### src/rtl/seg_pkg.sv
// Shared types and helpers for the motor PWM driver: counter width, duty
// limit, channel FSM / desired-drive encodings and symmetric saturation.
package seg_pkg;

  localparam int          PWM_W    = 11;
  localparam logic [10:0] DUTY_MAX = 11'd2047;

  typedef enum logic [1:0] {
    IDLE   = 2'd0,
    DEAD   = 2'd1,
    FWD_ON = 2'd2,
    REV_ON = 2'd3
  } chan_state_t;

  typedef enum logic [1:0] {
    NONE = 2'd0,
    FWD  = 2'd1,
    REV  = 2'd2
  } desire_t;

  // Clamp a 14-bit signed sum into [-2047, +2047]; -2048 is never returned
  // so the magnitude always fits in 11 bits.
  function automatic logic signed [11:0] sat12sym(input logic signed [13:0] v);
    logic signed [11:0] r;
    if (v > 14'sd2047) begin
      r = 12'sd2047;
    end else if (v < -14'sd2047) begin
      r = -12'sd2047;
    end else begin
      r = v[11:0];
    end
    return r;
  endfunction

endpackage

### src/rtl/mtr_pwm_drv_hbridge_chan.sv
// One H-bridge channel: compares the shadow duty against the PWM counter and
// runs a dead-time FSM so that every rising output is preceded by DEAD_CYC
// cycles with both bridge legs off. Outputs are registered.
module hbridge_chan
  import seg_pkg::*;
#(
  parameter int DEAD_CYC = 32,
  parameter int CNT_W    = PWM_W
) (
  input  logic             clk,
  input  logic             rst_n,
  input  logic [CNT_W-1:0] cnt,
  input  logic [CNT_W-1:0] duty,
  input  logic             dir,
  input  logic             force_off,
  output logic             fwd,
  output logic             rev
);

  localparam logic [7:0] DEAD_LD = 8'(DEAD_CYC - 1);

  desire_t     desire_s;
  chan_state_t state_r;
  chan_state_t state_s;
  logic [7:0]  dcnt_r;
  logic [7:0]  dcnt_s;

  // Desired drive for the current counter position
  always_comb begin
    desire_s = NONE;
    if ((duty == {CNT_W{1'b0}}) || (cnt >= duty)) begin
      desire_s = NONE;
    end else if (dir) begin
      desire_s = REV;
    end else begin
      desire_s = FWD;
    end
  end

  // Next-state logic: every rise passes through DEAD, every fall is immediate
  always_comb begin
    state_s = state_r;
    dcnt_s  = dcnt_r;
    if (force_off) begin
      state_s = IDLE;
      dcnt_s  = 8'd0;
    end else begin
      case (state_r)
        IDLE: begin
          if (desire_s != NONE) begin
            state_s = DEAD;
            dcnt_s  = DEAD_LD;
          end else begin
            state_s = IDLE;
          end
        end
        DEAD: begin
          if (dcnt_r == 8'd0) begin
            case (desire_s)
              FWD:     state_s = FWD_ON;
              REV:     state_s = REV_ON;
              default: state_s = IDLE;
            endcase
          end else begin
            dcnt_s = dcnt_r - 8'd1;
          end
        end
        FWD_ON: begin
          if (desire_s != FWD) begin
            state_s = DEAD;
            dcnt_s  = DEAD_LD;
          end else begin
            state_s = FWD_ON;
          end
        end
        REV_ON: begin
          if (desire_s != REV) begin
            state_s = DEAD;
            dcnt_s  = DEAD_LD;
          end else begin
            state_s = REV_ON;
          end
        end
        default: begin
          state_s = IDLE;
          dcnt_s  = 8'd0;
        end
      endcase
    end
  end

  // State, dead-time counter and decoded bridge outputs
  always_ff @(posedge clk or negedge rst_n) begin
    if (!rst_n) begin
      state_r <= IDLE;
      dcnt_r  <= 8'd0;
      fwd     <= 1'b0;
      rev     <= 1'b0;
    end else begin
      state_r <= state_s;
      dcnt_r  <= dcnt_s;
      fwd     <= (state_s == FWD_ON);
      rev     <= (state_s == REV_ON);
    end
  end

endmodule

### src/rtl/mtr_pwm_drv.sv
// Motor PWM driver top: scales the PID command by the soft-start timer, adds
// and subtracts steering, saturates, latches per-period shadow duty/direction
// and drives two dead-time-protected H-bridge channels.
// Optional build macro SEG_OVR_I_EN adds cycle-by-cycle over-current blanking
// (input ovr_i) and a saturating blanked-period counter (output ovr_cnt).
module mtr_pwm_drv #(
  parameter int DEAD_CYC = 32,
  parameter int PWM_W    = 11
) (
  input  logic        clk,
  input  logic        rst_n,
  input  logic        pwr_up,
  input  logic [11:0] PID_cntrl,
  input  logic [7:0]  ss_tmr,
  input  logic [11:0] steer,
  output logic        lft_fwd,
  output logic        lft_rev,
  output logic        rght_fwd,
  output logic        rght_rev,
`ifdef SEG_OVR_I_EN
  input  logic        ovr_i,
  output logic [7:0]  ovr_cnt,
`endif
  output logic        prd_strt
);

  import seg_pkg::sat12sym;

  logic [PWM_W-1:0]   cnt_r;
  logic               wrap_s;
  logic signed [19:0] prod_s;
  logic signed [19:0] shr_s;
  logic signed [11:0] scaled_s;
  logic signed [13:0] lft_sum_s;
  logic signed [13:0] rght_sum_s;
  logic signed [11:0] lft_val_s;
  logic signed [11:0] rght_val_s;
  logic [11:0]        lft_neg_s;
  logic [11:0]        rght_neg_s;
  logic [10:0]        lft_mag_s;
  logic [10:0]        rght_mag_s;
  logic [PWM_W-1:0]   lft_duty_r;
  logic [PWM_W-1:0]   rght_duty_r;
  logic               lft_dir_r;
  logic               rght_dir_r;
  logic               force_s;

  assign wrap_s = &cnt_r;

  // Free-running PWM counter and registered period-start pulse
  always_ff @(posedge clk or negedge rst_n) begin
    if (!rst_n) begin
      cnt_r    <= {PWM_W{1'b0}};
      prd_strt <= 1'b0;
    end else begin
      cnt_r    <= cnt_r + {{(PWM_W-1){1'b0}}, 1'b1};
      prd_strt <= wrap_s;
    end
  end

  // Soft-start scaling, steering mix, saturation and sign/magnitude split
  always_comb begin
    prod_s     = $signed({{8{PID_cntrl[11]}}, PID_cntrl}) * $signed({11'd0, ss_tmr});
    shr_s      = prod_s >>> 4'd8;
    scaled_s   = shr_s[11:0];
    lft_sum_s  = $signed({{2{scaled_s[11]}}, scaled_s}) + $signed({{2{steer[11]}}, steer});
    rght_sum_s = $signed({{2{scaled_s[11]}}, scaled_s}) - $signed({{2{steer[11]}}, steer});
    lft_val_s  = sat12sym(lft_sum_s);
    rght_val_s = sat12sym(rght_sum_s);
    lft_neg_s  = 12'd0 - lft_val_s;
    rght_neg_s = 12'd0 - rght_val_s;
    if (lft_val_s[11]) begin
      lft_mag_s = lft_neg_s[10:0];
    end else begin
      lft_mag_s = lft_val_s[10:0];
    end
    if (rght_val_s[11]) begin
      rght_mag_s = rght_neg_s[10:0];
    end else begin
      rght_mag_s = rght_val_s[10:0];
    end
  end

  // Shadow duty/direction: loaded only at the end of a period, cleared when off
  always_ff @(posedge clk or negedge rst_n) begin
    if (!rst_n) begin
      lft_duty_r  <= {PWM_W{1'b0}};
      rght_duty_r <= {PWM_W{1'b0}};
      lft_dir_r   <= 1'b0;
      rght_dir_r  <= 1'b0;
    end else if (!pwr_up) begin
      lft_duty_r  <= {PWM_W{1'b0}};
      rght_duty_r <= {PWM_W{1'b0}};
      lft_dir_r   <= 1'b0;
      rght_dir_r  <= 1'b0;
    end else if (wrap_s) begin
      lft_duty_r  <= PWM_W'(lft_mag_s);
      rght_duty_r <= PWM_W'(rght_mag_s);
      lft_dir_r   <= lft_val_s[11];
      rght_dir_r  <= rght_val_s[11];
    end
  end

`ifdef SEG_OVR_I_EN
  logic blank_r;

  // Over-current blank holds until the period wraps; count blanked periods
  always_ff @(posedge clk or negedge rst_n) begin
    if (!rst_n) begin
      blank_r <= 1'b0;
      ovr_cnt <= 8'd0;
    end else begin
      if (wrap_s) begin
        blank_r <= 1'b0;
      end else if (ovr_i) begin
        blank_r <= 1'b1;
      end
      if (ovr_i && !blank_r && (ovr_cnt != 8'hFF)) begin
        ovr_cnt <= ovr_cnt + 8'd1;
      end
    end
  end

  assign force_s = (~pwr_up) | ovr_i | blank_r;
`else
  assign force_s = ~pwr_up;
`endif

  hbridge_chan #(
    .DEAD_CYC (DEAD_CYC),
    .CNT_W    (PWM_W)
  ) u_lft (
    .clk       (clk),
    .rst_n     (rst_n),
    .cnt       (cnt_r),
    .duty      (lft_duty_r),
    .dir       (lft_dir_r),
    .force_off (force_s),
    .fwd       (lft_fwd),
    .rev       (lft_rev)
  );

  hbridge_chan #(
    .DEAD_CYC (DEAD_CYC),
    .CNT_W    (PWM_W)
  ) u_rght (
    .clk       (clk),
    .rst_n     (rst_n),
    .cnt       (cnt_r),
    .duty      (rght_duty_r),
    .dir       (rght_dir_r),
    .force_off (force_s),
    .fwd       (rght_fwd),
    .rev       (rght_rev)
  );

endmodule

### config.mk
export PLATFORM = sky130hd
export DESIGN_NAME = mtr_pwm_drv
export DESIGN_NICKNAME = d
export VERILOG_FILES = /design/src/rtl/seg_pkg.sv /design/src/rtl/mtr_pwm_drv_hbridge_chan.sv /design/src/rtl/mtr_pwm_drv.sv
export SDC_FILE = /design/constraint.sdc
export NUM_CORES = 1
export LEC_CHECK = 0
export BUFFER_PORTS_ARGS = -buffer_cell sky130_fd_sc_hd__buf_4
export CORE_ASPECT_RATIO = 0.7
export CORE_MARGIN = 2
export CORE_UTILIZATION = 25
export CTS_CLUSTER_DIAMETER = 120
export CTS_CLUSTER_SIZE = 28
export DETAILED_ROUTE_END_ITERATION = 7
export PLACE_DENSITY_LB_ADDON = 0.3
export SLEW_MARGIN = 20
export SYNTH_ARGS = -nofsm -noshare
export SYNTH_HDL_FRONTEND = slang
export SYNTH_SLANG_ARGS = --single-unit
### constraint.sdc
create_clock -name clk -period 3.2 [get_ports clk]
set_input_delay 0.8 -clock clk [delete_from_list [all_inputs] [get_ports clk]]
set_output_delay 0.8 -clock clk [all_outputs]
set_load 0.05 [all_outputs]
# Word-level counts from Yosys, hierarchy flattened
# Cells that the tools add are included.
# totals
rom_bits	0
memories	0
output_inout_bits	5
ff_bits	60
mem_bits_rw	0
wordCells	112
latchBits	0
# classes
n_eq_ne	27
div_mod_pow	0
shift	0
n_mux	44
add_sub_neg	7
reduce_logical	13
bitwise	0
magnitude_cmp	6
mul	1
# ops
op	count
$mux W8	10
$mux W11	6
$pmux W8 S4	2
$mux W12	4
$gt A13 B12 Y1 const B	2
$lt A13 B12 Y1 const B	2
$mux W2	12
$ge A11 B11 Y1	2
$logic_not A11 Y1	2
$sub A1 B11 Y11 const A	2
$eq A2 B2 Y1 const B	10
$mul A12 B9 Y20	1
$ne A3 B2 Y1 const B	6
$logic_not A8 Y1	2
$pmux W2 S4	2
$sub A8 B1 Y8 const B	2
$add A12 B12 Y13	1
$sub A12 B12 Y13	1
$add A11 B1 Y11 const B	1
$reduce_and A11 Y1	1
$eq A2 B1 Y1 const B	4
$pmux W2 S2	2
$reduce_and A4 Y1	2
$mux W1	6
other kinds (6)	13

# Longest topological paths before layout
# Gate-level depths: netlist (run 1).
# logic_depth
depth_word	9
mapped_depth	37
ltp_nobuf	35

# By module
# A second synthesis (run 1) with hierarchy kept.
# unflattened
cells_unflattened	1025
area_unflattened_um2	8738.4
# by_module_without_submodules
module	cells_per_inst	area_per_inst_um2	seq_area_each_um2	instances
mtr_pwm_drv	795	6706.4	900.9	1
hbridge_chan	115	1016.0	300.3	2

# Worst setup path before layout (run 1)
# OpenSTA, ideal clock, no wires.
# synth_timing
path_kind	input to register
from	in ss_tmr[2]
to	reg lft_duty_r[6]
t_required_ns	3.078
n_path_buf	4
path_stages	34
setup_time_ns	0.122
arrival_time_ns	8.142
setup_slack_ns	-5.063
cell_sequence	clkbuf_1 > nand2_1 > fa_1 > inv_1 > fa_1 > fa_1 > inv_1 > fa_1 > inv_1 > ha_1 > a21o_1 > a21o_1 > a21oi_1 > a21boi_0 > o21ai_0 > a21boi_0 > o21a_1 > nor2_1 > xnor2_1 > ha_1 > buf_1 > a2111oi_2 > o21ai_1 > xnor2_1 > buf_2 > nand2_1 > a21oi_1 > ha_1 > clkbuf_1 > nand2_1 > or3_1 > o21ai_0 > o31ai_1 > a32o_1
# synth_between
elab_chain_cells	9
word_cells_on_any_way	10
cone_classes	add/sub (2); mul (1); order compare (2); mux (5)
# synth_lines
item	line_no	source
start, declared	mtr_pwm_drv.sv:14	input logic [7:0] ss_tmr,
$mul A12 B9 Y20 *	mtr_pwm_drv.sv:63	prod_s = $signed({{8{PID_cntrl[11]}}, PID_cntrl}) * $signed({11'd0, ss_tmr});
$add A12 B12 Y13 *	mtr_pwm_drv.sv:66	lft_sum_s = $signed({{2{scaled_s[11]}}, scaled_s}) + $signed({{2{steer[11]}}, steer});
$lt A13 B12 Y1	seg_pkg.sv:27	end else if (v < -14'sd2047) begin
$mux W12	seg_pkg.sv:27	
$mux W12 *	seg_pkg.sv:25	if (v > 14'sd2047) begin
$sub A1 B11 Y11	mtr_pwm_drv.sv:70	lft_neg_s = 12'd0 - lft_val_s;
$mux W11 *	mtr_pwm_drv.sv:72	if (lft_val_s[11]) begin
$mux W11 *	mtr_pwm_drv.sv:96	end else if (wrap_s) begin
$mux W11 *	mtr_pwm_drv.sv:91	end else if (!pwr_up) begin
end signal, assigned	mtr_pwm_drv.sv:87	lft_duty_r <= {PWM_W{1'b0}};
end signal, assigned	mtr_pwm_drv.sv:92	lft_duty_r <= {PWM_W{1'b0}};
end signal, assigned	mtr_pwm_drv.sv:97	lft_duty_r <= PWM_W'(lft_mag_s);
end, declared	mtr_pwm_drv.sv:42	logic [PWM_W-1:0] lft_duty_r;
# Every way passes the cells marked *; elsewhere a longest branch is shown, timed or not. The select of a mux whose other input is x is not followed.
# A chain may end at the register's enable or synchronous reset.

# Worst setup path after layout (run 1)
# layout_timing
from	in PID_cntrl[5]
to	reg lft_duty_r[6]
# layout_between
elab_chain_cells	9
word_cells_on_any_way	10
cone_classes	add/sub (2); mul (1); order compare (2); mux (5)
# layout_lines
item	line_no	source
start, declared	mtr_pwm_drv.sv:13	input logic [11:0] PID_cntrl,
$mul A12 B9 Y20 *	mtr_pwm_drv.sv:63	
$add A12 B12 Y13 *	mtr_pwm_drv.sv:66	
$lt A13 B12 Y1	seg_pkg.sv:27	
$mux W12	seg_pkg.sv:27	
$mux W12 *	seg_pkg.sv:25	
$sub A1 B11 Y11	mtr_pwm_drv.sv:70	
$mux W11 *	mtr_pwm_drv.sv:72	
$mux W11 *	mtr_pwm_drv.sv:96	
$mux W11 *	mtr_pwm_drv.sv:91	
# Marks and branches as above.

==> results of run 1 <==
==> flip-flops by register name (all words and copies together) (netlist names) <==
signal,cells
cnt_r,11
lft_duty_r,11
rght_duty_r,11
u_lft.dcnt_r,8
u_rght.dcnt_r,8
u_lft.state_r,2
u_rght.state_r,2
lft_dir_r,1
prd_strt,1
rght_dir_r,1
u_lft.fwd,1
u_lft.rev,1
u_rght.fwd,1
u_rght.rev,1
==> per-stage QoR <==
stage | TNS (ps) | worst slack, ps | util | instances
global route | -96110 | -4470 | 0.372 | 1715
detailed placement | -100810 | -4670 | 0.328 | 1660
floorplan | -86590 | -4280 | - | 1018
CTS | -86540 | -4030 | 0.358 | 1702
finish | -88280 | -4120 | 0.372 | 1715
global placement | -96710 | -4460 | 0.328 | 1660
==> per-layer routing <==
| layer | wire, µm | part of all wire |
|---|---|---|
| met4 | 92 | 0.0038 |
| met3 | 925 | 0.038 |
| met2 | 10000 | 0.42 |
| met1 | 13100 | 0.54 |
| met5 | 0 | 0 |
==> cell type report <==
type                    count  area (µm²)
inverters                 142         536
clock inverters             4        72.6
multi-input cells         788        7300
repair buffers            275        2270
fillers                  3340       21000
well taps                 435         544
clock buffers              11         253
flip-flops and latches     60        1500
==> cells by family (layout without fill, tap and decap cells) <==
family,Yosys count,in the layout
and+or+nand+nor,369,369
AOI/OAI and AO/OA,198,198
buffers and inverters,170,432
adders and majority gates,163,163
DFF,60,60
xor gates and xnor gates,49,49
muxes,9,9
==> timing repair <==
action / 4_1_cts / 5_1_grt
gates cloned: 0 / 0
pin swaps: 81 / 56
hold buffers: 0 / 0
endpoints found under the setup margin: 24 / 24
gates resized for setup: 109 / 81
setup buffers: 28 / 21
==> final timing paths <==
| check | to | startpoint | cells after the start |
|---|---|---|---|
| worst max-delay path | lft_duty_r[6] | PID_cntrl[5] | 35 |
| worst min-delay path | lft_duty_r[7] | lft_duty_r[7] | 2 |
| worst max register to register | u_lft.dcnt_r[3] | cnt_r[0] | 11 |
| worst min register to register | lft_duty_r[7] | lft_duty_r[7] | 2 |
| max in group asynchronous | rght_duty_r[7] | rst_n | 1 |
| min in group asynchronous | rght_duty_r[2] | rst_n | 1 |
==> placed cells by master (no fill, tap or decap), types with 7 or more instances in the layout <==
cell	n
a21o_1	9
a21oi_1	50
a21oi_2	10
a31oi_1	8
and2_1	49
buf_12	7
buf_4	240
buf_6	25
clkbuf_16	9
dfrtp_1	60
fa_1	73
ha_1	74
ha_4	9
inv_1	133
inv_2	8
nand2_1	86
nand2_2	15
nand2_4	9
nand2b_1	14
nand3_1	24
nor2_1	55
nor2_2	10
nor2b_1	14
nor3_1	13
nor4_1	8
o21ai_0	17
xnor2_1	25
xnor2_2	10
xor2_1	11
==> critical path, delay by kind of cell <==
family	cells	cell delay (ps)
buffers and inverters	7	700
AND/OR/NAND/NOR	7	1010
adder cells (fa/ha/maj)	7	2700
XOR/XNOR	1	80
AO/OA/AOI/OAI	13	2230
==> run_results.csv, run 1 <==
group,metric,value,unit
global_route,grt_max_degree,61,
setup_path,critical_path_class,"in2reg",
setup_path,reg2reg_slack,350,ps
synthesis,ys_seq_area_frac,0.177,
synthesis,synth_edf_count,0,
synthesis,synth_mux_area_frac,0.0110,
run_status,status,"complete, but fails checks",
floorplan,start_util,0.254,
setup_path,cp_slowest_cell,"fa_1",
placement,place.gp.congestion,0.827,
floorplan,coreArea,33500,µm²
synthesis,syn_inst,1018,
floorplan,fp.dieH,158,µm
floorplan,dieArea,35500,µm²
global_route,grt_use_total,0.138,
cells_and_area,antenna_cells,0,
cts,clk_path_buf_depth,2,
timing,hold_viol_final,0,
timing,finalSetupViolations,24,
synthesis,synth_top_area_cell,"fa_1",
synthesis,syn-num-nets,1216,
cts,cts_tree,"yes",
timing,post-route-period-util,2.29,
setup_path,worst_path_largest_cell_delay,570,ps
timing,min_period,7320,ps
cts,root_buffer,"clkbuf_16",
run,maxCapViolations,0,
cts,numCtsBuffers,9,
floorplan,fp.dieW,224,µm
placement,io_buffers,39,
global_route,antenna_found_initial,0,
synthesis,yosysTopAreaCellShare,0.181,
global_route,grtUsageMet3,0.0225,
routing,wl_per_cell,14.1,µm
synthesis,synthesis.area,8500,µm²
floorplan,rows,56,
global_route,busiest_layer,"met1",
synthesis,synth-seq-cells,60,
synthesis,netlist_top_cells_count,"inv_1, nand2_1, ha_1",
synthesis,syn_avg_cell_area,8.35,µm²
setup_path,required,3410,ps
cells_and_area,final_nets,1474,
synthesis,synth.most_common_cell,"inv_1",
synthesis,ys.flop_type,"dfrtp_1",
timing,worst_slew_pin_slew,849,ps
routing,drc,0,
routing,first_pass_iters,5,
synthesis,synth_area_leaders,"fa_1, dfrtp_1, ha_1",
timing,fin_hold_ws,502,ps
timing,skew,7.23,ps
timing,max_slew_margin,0.432,
routing,wl,24.2,mm
global_route,grt_pass1_wl,40.1,mm
placement,place_hpwl,19.4,mm
cells_and_area,area_growth,46.7,%
synthesis,ys_async_sr_fraction,1.00,
cts,cts.sinks,60,
routing,vias,7923,
worst_hold_path,hold_path_class,"reg2reg",
placement,dpl_cell_area,11000,µm²
routing,vias_per_cell,4.62,
synthesis,yosysUniqueCellTypes,76,
setup_path,critPathMaxFanout,8,
timing,maxSlewViolCount,0,
synthesis,synthAdderAreaFrac,0.308,
synthesis,synth_xor_area_frac,0.0514,
run_status,violations,"setup timing",
setup_path,crit_arrival,7530,ps
synthesis,yosysWarnings,0,
timing,fin_ws,-4120,ps
setup_path,setup.worst_path.end_class,"register",
routing,ant_nets,0,
setup_path,critPathLaunchType,"primary input",
timing,fmax,137,MHz
cts,clkTransAtPathRegs,50,ps
synthesis,synth_compound_area_frac,0.159,
cells_and_area,postLayoutCellArea,12500,µm²
cts,htreeDepth,3,
synthesis,yosys.area_share.simple,0.218,
timing,rsz0062_at_grt,"true",
global_route,use_met1,0.217,
global_route,grt_use_met2,0.202,
routing,drtIter0Drc,404,
synthesis,synth_top_family_by_area,"adder cells",
cts,clkLatencyLatePin,320,ps
global_route,grt_overflow,0,
cells_and_area,drive_gt1_frac,0.359,
floorplan,ios,40,
global_route,grt_pass1_vias,7839,
Power of run 1 is not shown: default switching activity piles up to over one toggle a cycle in this logic, so the estimate is an artifact.
==> run 2, diff against run 1 <==
- BUFFER_PORTS_ARGS: -buffer_cell sky130_fd_sc_hd__buf_4 -> -buffer_cell sky130_fd_sc_hd__buf_2
==> run 2 against run 1 <==
- critical path depth shrank 7
- sequential share of layout area grew 0.11 points
- critical path type unchanged
- setup slack gained 46 ps
- the run still ends with setup timing left
- first-iteration DRC count grew 19%
- highest routed layer unchanged
==> run_results.csv, run 2 (synthesis gave the netlist of run 1 again) <==
group,metric,value,unit
run_status,status,"complete, but fails checks",
run_status,violations,"setup timing",
floorplan,rows,56,
cts,clkLatencyLatePin,320,ps
global_route,antenna_found_initial,1,
cts,cts.sinks,60,
timing,finalSetupViolations,24,
timing,maxSlewViolCount,0,
cells_and_area,drive_gt1_frac,0.364,
global_route,grt_overflow,0,
floorplan,fp.dieW,224,µm
setup_path,cp_common_cell,"fa_1",
routing,ant_nets,0,
placement,place_hpwl,19.7,mm
floorplan,dieArea,35500,µm²
cells_and_area,mostFrequentLayoutCell,"buf_4",
routing,vias_per_cell,4.64,
cells_and_area,postLayoutCoreUtil,0.369,
routing,wl,24.4,mm
cts,root_buffer,"clkbuf_16",
setup_path,critical_path_class,"in2reg",
cells_and_area,area_growth,45.4,%
cts,clkTransAtPathRegs,50,ps
routing,drtIter0Drc,479,
global_route,grt_max_degree,28,
run,maxCapViolations,0,
timing,worst_slew_pin_slew,880,ps
routing,wl_per_cell,14.3,µm
placement,io_buffers,39,
setup_path,required,3410,ps
cells_and_area,final_nets,1472,
cts,cts_tree,"yes",
global_route,grt_use_total,0.142,
setup_path,setup.worst_path.end_class,"register",
setup_path,critPathMaxFanout,6,
timing,fin_ws,-4080,ps
setup_path,worst_path_largest_cell_delay,560,ps
cells_and_area,largestRegisters,"cnt_r (11), lft_duty_r (11), rght_duty_r (11)",
routing,drc,0,
floorplan,coreArea,33500,µm²
global_route,grt_pass1_wl,41.1,mm
placement,place.gp.congestion,0.839,
cts,htreeDepth,3,
timing,fmax,137,MHz
placement,place_ws,-4600,ps
routing,vias,7936,
cells_and_area,final_cell_mix,"buf_4, inv_1, nand2_1",
floorplan,start_util,0.254,
setup_path,crit_arrival,7490,ps
timing,skew,6.09,ps
floorplan,fp.dieH,158,µm
floorplan,ios,40,
cts,clk_path_buf_depth,2,
worst_hold_path,hold_path_class,"in2async",
setup_path,reg2reg_slack,330,ps
timing,hold_viol_final,0,
timing,max_slew_margin,0.411,
cts,numCtsBuffers,9,
global_route,grt_pass1_vias,8064,
routing,first_pass_iters,5,
timing,post-route-period-util,2.27,
timing,min_period,7280,ps
timing,rsz0062_at_grt,"true",
setup_path,critPathLaunchType,"primary input",
setup_path,cp_slowest_cell,"fa_1",
run 2: path summary, 6_finish.rpt:
kind,from,to,depth (start not counted)
setup / recovery,PID_cntrl[5],lft_duty_r[6],28
hold / removal,rst_n,u_rght.dcnt_r[7],1
setup reg to reg,cnt_r[0],u_rght.dcnt_r[1],11
hold reg to reg,lft_duty_r[7],lft_duty_r[7],2
max in group asynchronous,rst_n,u_lft.state_r[0],2
min in group clk,lft_duty_r[7],lft_duty_r[7],2
run 2: final cells by class:
class                           instances  area, µm²
Antenna cell                            1       2.50
Clock buffer                           10        239
Clock inverter                          3       40.0
Fill cell                            3379      21100
Inverter                              142        541
Multi-Input combinational cell        788       7340
Sequential cell                        60       1500
Tap cell                              435        544
Timing Repair Buffer                  273       2160
run 2: stage by stage:
stage | cell area (µm²) | cells | hold WS (ps) | setup TNS, ps
after floorplan | 8850 | 1018 | 462 | -86590
after global placement | 10900 | 1663 | 486 | -97430
after detailed placement | 10900 | 1663 | 490 | -99460
after CTS | 12000 | 1704 | 450 | -84950
after global routing | 12400 | 1711 | 469 | -93140
final | 12400 | 1712 | 450 | -85970
run 2: per-layer routing:
layer	share of wire	up-vias	track usage
li1	-	3941	-
met1	0.55	3895	0.221
met2	0.42	96	0.212
met3	0.029	4	0.0209
met4	0.0016	0	0.0142
met5	0	-	0
run 2: critical path, delay by kind of cell:
family | cells | cell delay (ps)
compound gates | 9 | 2240
xor+xnor | 2 | 410
fa+ha+maj | 7 | 2650
buf+inv | 5 | 490
simple gates | 5 | 890
run 2: repair_timing:
item / CTS / global route
resized for setup: 154 / 56
cloned: 0 / 0
endpoints found under the hold margin: 0 / 0
setup buffers: 32 / 13
pin swaps: 113 / 64
hold buffers: 0 / 0
setup endpoints to repair: 24 / 24
Power of run 2 is left out for the same reason.
